`config.mk`:
```
export PLATFORM = sky130hd
export DESIGN_NAME = mem_arbiter_flat
export DESIGN_NICKNAME = d
export VERILOG_FILES = /design/src/rtl/mem_arbiter_pkg.sv /design/src/rtl/mem_arbiter_if.sv /design/src/rtl/mem_arb_select.sv /design/src/rtl/mem_arbiter.sv /design/src/flat_wrapper.sv
export SDC_FILE = /design/constraint.sdc
export NUM_CORES = 1
export LEC_CHECK = 0
export ABC_AREA = 1
export CELL_PAD_IN_SITES_DETAIL_PLACEMENT = 2
export CELL_PAD_IN_SITES_GLOBAL_PLACEMENT = 2
export CORE_MARGIN = 2
export CORE_UTILIZATION = 24
export CTS_BUF_LIST = sky130_fd_sc_hd__clkbuf_2 sky130_fd_sc_hd__clkbuf_4 sky130_fd_sc_hd__clkbuf_8
export DETAILED_ROUTE_END_ITERATION = 7
export PLACE_DENSITY_LB_ADDON = 0.1
export SYNTH_ARGS = -nofsm -noshare
export SYNTH_HDL_FRONTEND = slang
export SYNTH_SLANG_ARGS = --single-unit
```
`constraint.sdc`:
```
create_clock -name clk -period 4 [get_ports clk]
set_input_delay 0.8 -clock clk [delete_from_list [all_inputs] [get_ports clk]]
set_output_delay 0.8 -clock clk [all_outputs]
set_load 0.03 [all_outputs]
```
`src/rtl/mem_arbiter_pkg.sv`:
```
// Shared types and constants for the two-port memory arbiter.
package mem_arbiter_pkg;

  typedef enum logic [1:0] {
    IDLE  = 2'd0,
    ISSUE = 2'd1,
    WAIT  = 2'd2,
    ACK   = 2'd3
  } state_e;

  typedef enum logic {
    GNT_I = 1'b0,
    GNT_D = 1'b1
  } gnt_e;

  localparam int MEM_LATENCY_MIN = 1;
  localparam int MEM_LATENCY_MAX = 4;
  localparam int CNT_W           = 3;

  // One access as latched at grant time; drives the memory pins directly.
  typedef struct packed {
    gnt_e        port;
    logic        we;
    logic [3:0]  be;
    logic [29:0] addr;
    logic [31:0] wdata;
  } req_t;

endpackage

```
`src/rtl/mem_arbiter_if.sv`:
```
// Request/ack ports for fetch and data plus the memory macro pins.
interface mem_arbiter_if;

  logic        i_req;
  logic [31:0] i_addr;
  logic        i_ack;
  logic [31:0] i_data;

  logic        d_req;
  logic        d_we;
  logic [3:0]  d_be;
  logic [31:0] d_addr;
  logic [31:0] d_wdata;
  logic        d_ack;
  logic [31:0] d_rdata;

  logic        mem_en;
  logic        mem_we;
  logic [3:0]  mem_be;
  logic [29:0] mem_addr;
  logic [31:0] mem_wdata;
  logic [31:0] mem_rdata;

  modport slave (
    input  i_req, i_addr, d_req, d_we, d_be, d_addr, d_wdata, mem_rdata,
    output i_ack, i_data, d_ack, d_rdata,
    output mem_en, mem_we, mem_be, mem_addr, mem_wdata
  );

  modport master (
    output i_req, i_addr, d_req, d_we, d_be, d_addr, d_wdata, mem_rdata,
    input  i_ack, i_data, d_ack, d_rdata,
    input  mem_en, mem_we, mem_be, mem_addr, mem_wdata
  );

endinterface

```
`src/rtl/mem_arb_select.sv`:
```
// Combinational winner pick; data port wins ties unless MEM_ARBITER_RR_EN,
// in which case the port not granted last wins.
module mem_arb_select
  import mem_arbiter_pkg::*;
(
`ifdef MEM_ARBITER_RR_EN
  input  gnt_e i_last_grant,
`endif
  input  logic i_ireq,
  input  logic i_dreq,
  output logic o_vld,
  output gnt_e o_gnt
);

  always_comb begin
    o_vld = i_ireq | i_dreq;
    o_gnt = GNT_D;
    if (i_ireq && !i_dreq) begin
      o_gnt = GNT_I;
    end
`ifdef MEM_ARBITER_RR_EN
    else if (i_ireq && i_dreq) begin
      o_gnt = (i_last_grant == GNT_D) ? GNT_I : GNT_D;
    end
`endif
  end

endmodule

```
`src/rtl/mem_arbiter.sv`:
```
// Serves fetch and data ports one access at a time; read ack at mem_en+MEM_LATENCY+1,
// store ack at mem_en+1. MEM_ARBITER_RR_EN selects round-robin ties.
module mem_arbiter
  import mem_arbiter_pkg::*;
#(
  parameter int MEM_LATENCY = 1
) (
  input  logic         clk,
  input  logic         reset,
  mem_arbiter_if.slave bus
);

  localparam logic [CNT_W-1:0] LAT = CNT_W'(MEM_LATENCY);

  state_e           r_state, w_next;
  req_t             r_req, w_new;
  logic [CNT_W-1:0] r_cnt, w_cnt_next;
  logic             w_sel_vld, w_start, w_capture;
  gnt_e             w_gnt;
  logic             r_i_ack, r_d_ack, r_mem_en, r_mem_we;
  logic [31:0]      r_i_data, r_d_rdata;
  logic             w_unused;

  // Memory is word addressed; the byte offset is deliberately dropped.
  assign w_unused = ^{bus.i_addr[1:0], bus.d_addr[1:0]};

  assign w_start = (r_state == IDLE) && w_sel_vld;

`ifdef MEM_ARBITER_RR_EN
  gnt_e r_last_grant;

  always_ff @(posedge clk) begin
    if (reset) begin
      r_last_grant <= GNT_I;
    end else if (w_start) begin
      r_last_grant <= w_gnt;
    end
  end
`endif

  mem_arb_select u_select (
`ifdef MEM_ARBITER_RR_EN
    .i_last_grant (r_last_grant),
`endif
    .i_ireq       (bus.i_req),
    .i_dreq       (bus.d_req),
    .o_vld        (w_sel_vld),
    .o_gnt        (w_gnt)
  );

  always_comb begin
    w_new       = '0;
    w_new.port  = w_gnt;
    w_new.we    = (w_gnt == GNT_D) && bus.d_we;
    w_new.be    = (w_gnt == GNT_D) ? bus.d_be : 4'hF;
    w_new.addr  = (w_gnt == GNT_D) ? bus.d_addr[31:2] : bus.i_addr[31:2];
    w_new.wdata = bus.d_wdata;
  end

  always_comb begin
    w_next     = r_state;
    w_cnt_next = r_cnt;
    w_capture  = 1'b0;
    case (r_state)
      IDLE: begin
        if (w_sel_vld) w_next = ISSUE;
      end
      ISSUE: begin
        if (r_req.we) begin
          w_next = ACK;
        end else begin
          w_next     = WAIT;
          w_cnt_next = LAT;
        end
      end
      WAIT: begin
        w_cnt_next = r_cnt - CNT_W'(1);
        if (r_cnt == CNT_W'(1)) begin
          w_capture = 1'b1;
          w_next    = ACK;
        end
      end
      ACK: begin
        w_next = IDLE;
      end
      default: begin
        w_next = IDLE;
      end
    endcase
  end

  // Outputs are registered from next-state so they line up with the state they describe.
  always_ff @(posedge clk) begin
    if (reset) begin
      r_state   <= IDLE;
      r_req     <= '0;
      r_cnt     <= '0;
      r_mem_en  <= 1'b0;
      r_mem_we  <= 1'b0;
      r_i_ack   <= 1'b0;
      r_d_ack   <= 1'b0;
      r_i_data  <= '0;
      r_d_rdata <= '0;
    end else begin
      r_state  <= w_next;
      r_cnt    <= w_cnt_next;
      r_mem_en <= w_start;
      r_mem_we <= w_start && w_new.we;
      r_i_ack  <= (w_next == ACK) && (r_req.port == GNT_I);
      r_d_ack  <= (w_next == ACK) && (r_req.port == GNT_D);
      if (w_start) begin
        r_req <= w_new;
      end
      if (w_capture && (r_req.port == GNT_I)) begin
        r_i_data <= bus.mem_rdata;
      end
      if (w_capture && (r_req.port == GNT_D)) begin
        r_d_rdata <= bus.mem_rdata;
      end
    end
  end

  assign bus.i_ack     = r_i_ack;
  assign bus.i_data    = r_i_data;
  assign bus.d_ack     = r_d_ack;
  assign bus.d_rdata   = r_d_rdata;
  assign bus.mem_en    = r_mem_en;
  assign bus.mem_we    = r_mem_we;
  assign bus.mem_be    = r_req.be;
  assign bus.mem_addr  = r_req.addr;
  assign bus.mem_wdata = r_req.wdata;

endmodule
```
`src/flat_wrapper.sv`:
```
// flat-port wrapper written by rule: the top's interface ports become plain ports
module mem_arbiter_flat import mem_arbiter_pkg::*;
#(
  parameter int MEM_LATENCY = 1
)
  (clk, reset, bus_i_req, bus_i_addr, bus_d_req, bus_d_we, bus_d_be, bus_d_addr, bus_d_wdata, bus_mem_rdata, bus_i_ack, bus_i_data, bus_d_ack, bus_d_rdata, bus_mem_en, bus_mem_we, bus_mem_be, bus_mem_addr, bus_mem_wdata);
  mem_arbiter_if bus_i ();
  input  logic clk;
  input  logic reset;
  input wire logic [$bits(bus_i.i_req)-1:0] bus_i_req;
  input wire logic [$bits(bus_i.i_addr)-1:0] bus_i_addr;
  input wire logic [$bits(bus_i.d_req)-1:0] bus_d_req;
  input wire logic [$bits(bus_i.d_we)-1:0] bus_d_we;
  input wire logic [$bits(bus_i.d_be)-1:0] bus_d_be;
  input wire logic [$bits(bus_i.d_addr)-1:0] bus_d_addr;
  input wire logic [$bits(bus_i.d_wdata)-1:0] bus_d_wdata;
  input wire logic [$bits(bus_i.mem_rdata)-1:0] bus_mem_rdata;
  output wire logic [$bits(bus_i.i_ack)-1:0] bus_i_ack;
  output wire logic [$bits(bus_i.i_data)-1:0] bus_i_data;
  output wire logic [$bits(bus_i.d_ack)-1:0] bus_d_ack;
  output wire logic [$bits(bus_i.d_rdata)-1:0] bus_d_rdata;
  output wire logic [$bits(bus_i.mem_en)-1:0] bus_mem_en;
  output wire logic [$bits(bus_i.mem_we)-1:0] bus_mem_we;
  output wire logic [$bits(bus_i.mem_be)-1:0] bus_mem_be;
  output wire logic [$bits(bus_i.mem_addr)-1:0] bus_mem_addr;
  output wire logic [$bits(bus_i.mem_wdata)-1:0] bus_mem_wdata;
  assign bus_i.i_req = bus_i_req;
  assign bus_i.i_addr = bus_i_addr;
  assign bus_i.d_req = bus_d_req;
  assign bus_i.d_we = bus_d_we;
  assign bus_i.d_be = bus_d_be;
  assign bus_i.d_addr = bus_d_addr;
  assign bus_i.d_wdata = bus_d_wdata;
  assign bus_i.mem_rdata = bus_mem_rdata;
  assign bus_i_ack = bus_i.i_ack;
  assign bus_i_data = bus_i.i_data;
  assign bus_d_ack = bus_i.d_ack;
  assign bus_d_rdata = bus_i.d_rdata;
  assign bus_mem_en = bus_i.mem_en;
  assign bus_mem_we = bus_i.mem_we;
  assign bus_mem_be = bus_i.mem_be;
  assign bus_mem_addr = bus_i.mem_addr;
  assign bus_mem_wdata = bus_i.mem_wdata;
  mem_arbiter #(.MEM_LATENCY(MEM_LATENCY)) u_core (.clk(clk), .reset(reset), .bus(bus_i));
endmodule
```
# Word level (Yosys, flattened, before mapping)
# Index checks and enable logic that the tools add are counted.
[word_totals]
reg_bits = 141
latchBits = 0
ram_bits = 0
romBits = 0
in_bits = 137
wordCells = 45
mem_count = 0
[op_classes]
n_addsub = 1
mul = 0
n_div = 0
n_lt_le_gt_ge = 0
n_eq_ne = 6
shifts = 0
muxes = 11
n_bitwise = 2
reduce_logical = 12
[ops]
columns = ["operator", "count"]
rows = [
  ["$mux 30", 1],
  ["$logic_and 1x1->1", 8],
  ["$pmux 2 s4", 1],
  ["$eq 2x2->1 const B", 3],
  ["$pmux 3 s2", 1],
  ["$mux 1", 4],
  ["$mux 2", 2],
  ["$mux 4", 1],
  ["$eq 3x1->1 const B", 1],
  ["$mux 3", 1],
  ["$sub 3x1->3 const B", 1],
  ["$eq 2x1->1 const B", 1],
  ["$logic_not 2->1", 1],
  ["$ne 2x2->1 const B", 1],
  ["$reduce_and 2->1", 1],
  ["$reduce_bool 2->1", 1],
  ["$logic_not 1->1", 1],
  ["$not 1->1", 1],
  ["$or 1x1->1", 1],
]

# Depth between registers and ports, before layout
[depth]
depth_word = 5
ltp_mapped = 9
mapped_depth_nobuf = 8

# Cells and area by module
# Synthesis repeated with hierarchy kept, for this count alone.
[hier_totals]
cells_unflattened = 937
hier_area_um2 = 6663.9
[modules_own_cells]
columns = ["mod", "n_inst", "cells_per_inst", "area_per_inst_um2"]
rows = [
  ["mem_arbiter", 1, 933, 6648.9],
  ["mem_arb_select", 1, 4, 15.0],
]

# Worst setup path after synthesis
# OpenSTA, ideal clock, no wires.
[synth_path]
kind = "input-to-reg"
startpoint = "input bus_d_req"
endpoint = "register u_core.r_req (netlist bit u_core.bus.mem_wdata[11])"
setup_time_ns = 0.116
arrival_time_ns = 1.468
required_ns = 3.884
slack_ns = 2.417
stages = 6
n_path_buf = 2
cell_sequence = "nor2_1 -> nor2_4 -> buf_6 -> buf_4 -> nor2_1 -> nor2_1"
[synth_via]
elab_chain_cells = 2
[synth_rtl]
columns = ["item", "line", "rtl"]
rows = [
  ["from (decl)", "flat_wrapper.sv:12", "input wire logic [$bits(bus_i.d_req)-1:0] bus_d_req;"],
  ["$or 1x1->1", "mem_arb_select.sv:16", "o_vld = i_ireq | i_dreq;"],
  ["$logic_and 1x1->1", "mem_arbiter.sv:27", "assign w_start = (r_state == IDLE) && w_sel_vld;"],
  ["to (signal assigned)", "mem_arbiter.sv:112", "r_req <= w_new;"],
  ["to (decl)", "mem_arbiter.sv:16", "req_t r_req, w_new;"],
]
# No other way between the ends.
# A chain may end at the register's enable or synchronous reset.

# Worst setup path after layout
[layout_path]
startpoint = "register u_core.r_i_data[21] (netlist: u_core.bus.i_data[21])"
endpoint = "output bus_i_data[21]"
[layout_lines]
columns = ["item", "line", "rtl"]
rows = [
  ["from (decl)", "mem_arbiter.sv:21", "logic [31:0] r_i_data, r_d_rdata;"],
  ["from (signal assigned)", "mem_arbiter.sv:115", "r_i_data <= bus.mem_rdata;"],
  ["to (decl)", "flat_wrapper.sv:19", "output wire logic [$bits(bus_i.i_data)-1:0] bus_i_data;"],
]
# No word-level cell between the ends.

==> reports/results.txt <==
Hold Slack: 467 ps
Die Wd: 168 um
pin count of the biggest net entering global routing: 79
IO Pins: 271
WL per Instance: 14.4 um
synthesized area per cell: 6.72 um^2
clock slew seen by the registers of the worst setup and hold paths: 80 ps
initial antenna violation count: 1
CP top delay family: buffers and inverters
Synth area leader: dfxtp_1
Setup TNS Final: 0 ps
clk_skew: 16.2 ps
VDD IR max: 0.225 mV
Clk Latency, worst-skew pair: 440 ps
HPWL after detailed placement: 14.8 mm
Slowest Stage Delay on Critical Path: 720 ps
Final ANT Viol Nets: 0
layout cells sized above 1: 4.51%
Worst setup EP type: output port
Hold Path Stages: 2
Cells after Synth: 962
final WL: 21.5 mm
Finished Cell Area: 9330 um^2
Final Util: 34.9%
Max Clk Rate: 435 MHz
row count: 60
DRC: 0
Initial Util: 24.2%
CTS tree: done
# H-tree levels: 4
CP Class: reg -> out
WP data arrival: 1500 ps
Yosys top cell area share: 43.7%
input/output buffers: 266
Mapped Area: 6460 um^2
Antenna Diode Count: 0
final setup vio count: 0
Placed Instance Area: 8920 um^2
Vias/cell: 4.26
starting DRC count in detailed routing: 166
Final #Nets: 1,282
Root Driver: clkbuf_8
CP max stage cell: clkdlybuf4s50_1
DR vias: 6,362
post-layout min period: 2300 ps
Core Area: 26,700 um^2
Static Leak: 4.11 nW
GRT Overall Usage: 15.2%
max_cap viols: 0
Area Growth Syn to Fin: 44.2%
Worst Hold Class: reg -> reg
Final Cycle Share: 57.4%
run status: completed
Post-CTS Resized: 0
postcts setup bufs: 0
Slew @ Worst Pin: 904 ps
Final Max Slew Viols: 0
Die Height: 168 um
unrepaired setup endpoints after global routing: false
Worst Path Required: 3200 ps
sequential element share of the synthesized area: 43.7%
Num Clock Sinks: 141
first-pass GRT wire length: 34.1 mm
P per Cell Area: 627 nW/um^2
Yosys reg bits: 141
Worst slew margin: 39.6%
critical path depth: 1
gpl congestion: 0.703
Syn Nets: 1,105
Worst Path Buf+Inv: 1
Area contributors post-synth: dfxtp_1 44%, nor2_1 17%, nand2_1 10%, buf_4 7.9%, inv_1 6.3%
R2R cell count: 7
vias in the first global route: 6,484
router iterations before antenna repair: 4
CTS Buffer Depth: 2
Die Footprint: 28,300 um^2
Fill cells: 3,189
TritonCTS Buffers: 17
CP Launch Type: register
crit path cell chain: clkdlybuf4s50_1
Hold Violations, Final: 0
Remaining Overflow, GRT: 0
cts hold-fix bufs: 0
post-synth cell types: 21
Max FO, Critical Path: 2
Ys Warns: 0
[power by group]
group	internal (W)	switching (W)	total [W]
combinational	0.00101	0.00171	0.00272
clock	0.000533	0.000655	0.00119
sequential	0.00176	0.000180	0.00194
[per-layer routing]
metal  up-vias  wire, um  GRT usage (%)
met2       160      9930           25.1
met1      2999      9390           18.2
met5         -        16              0
li1       3185         -              -
met3        16      1920           6.51
met4         2       229           3.56
[sequential cells by signal, summed over array words and instances (netlist names)]
name and count:
u_core.bus.mem_we 1, u_core.bus.mem_en 1, u_core.bus.mem_be 4, u_core.r_cnt 3, u_core.bus.d_ack 1, u_core.r_req 2
u_core.bus.mem_addr 30, u_core.bus.d_rdata 32, u_core.bus.i_data 32, u_core.bus.mem_wdata 32, u_core.r_state 2, u_core.bus.i_ack 1
[synthesized netlist by cell type]
| master | n |
|---|---|
| nand4_2 | 1 |
| buf_1 | 3 |
| ha_1 | 6 |
| nand2_1 | 173 |
| buf_6 | 1 |
| nor2_1 | 299 |
| nand4_1 | 32 |
| nand3_1 | 7 |
| dfxtp_1 | 141 |
| clkbuf_1 | 14 |
| buf_2 | 32 |
| nor2_2 | 1 |
| o21ai_2 | 1 |
| nor2_4 | 1 |
| nand3b_1 | 1 |
| inv_1 | 108 |
| inv_2 | 2 |
| buf_4 | 68 |
| o21ai_1 | 1 |
| a21oi_1 | 4 |
| o21ai_0 | 66 |
[kinds of logic after synthesis]
| group | after synthesis | share of synthesized area (%) |
|---|---|---|
| adders and majority gates | 6 | 1.16 |
| and+or+nand+nor | 515 | 31.6 |
| DFF | 141 | 43.7 |
| AOI/OAI and AO/OA | 72 | 5.63 |
| buffers and inverters | 228 | 17.9 |
[per-stage QoR]
| step | total power [W] | setup WS (ps) | instances |
|---|---|---|---|
| final | 0.00585 | 1700 | 1493 |
| after global routing | 0.00632 | 1600 | 1493 |
| after CTS | 0.00601 | 1650 | 1493 |
| after detailed placement | 0.00476 | 1340 | 1461 |
| after global placement | 0.00473 | 1360 | 1461 |
| after floorplan | 0.00396 | 2420 | 962 |
[cell usage in the layout, fill, tap and decap left out, drive strengths merged]
cell type / instances
a21oi: 4
buf: 10
bufinv: 1
clkbuf: 18
clkdlybuf4s50: 266
clkinv: 4
clkinvlp: 3
dfxtp: 141
ha: 6
inv: 116
nand2: 173
nand3: 7
nand3b: 1
nand4: 33
nor2: 301
o21ai: 68
[worst min-delay path, cell delays in order, from the launching register on]
cell and delay (ps):
dfxtp_1 320, nand2_1 60, a21oi_1 50
[cell type report]
| class | count | area [um^2] | area share [%] |
|---|---|---|---|
| clock buffers | 18 | 248 | 2.66 |
| clock inverters | 14 | 153 | 1.64 |
| inverters | 110 | 415 | 4.45 |
| multi-input cells | 593 | 2510 | 26.9 |
| flip-flops and latches | 141 | 2820 | 30.3 |
| well taps | 341 | 427 | 4.58 |
| repair buffers | 276 | 2750 | 29.5 |
[path summary, 6_finish.rpt]
path                                                    startpoint                                   to  slack [ps]
worst min register to register        u_core.r_cnt[1]$_SDFFE_PP0P_         u_core.r_cnt[1]$_SDFFE_PP0P_         470
worst max-delay path            u_core.bus.i_data[21]$_SDFFE_PP0P_                       bus_i_data[21]        1700
worst max register to register        u_core.r_state[0]$_SDFF_PP0_  u_core.bus.d_rdata[13]$_SDFFE_PP0P_        2000
worst min-delay path                  u_core.r_cnt[1]$_SDFFE_PP0P_         u_core.r_cnt[1]$_SDFFE_PP0P_         470
Power figures use the tool's default switching activity.
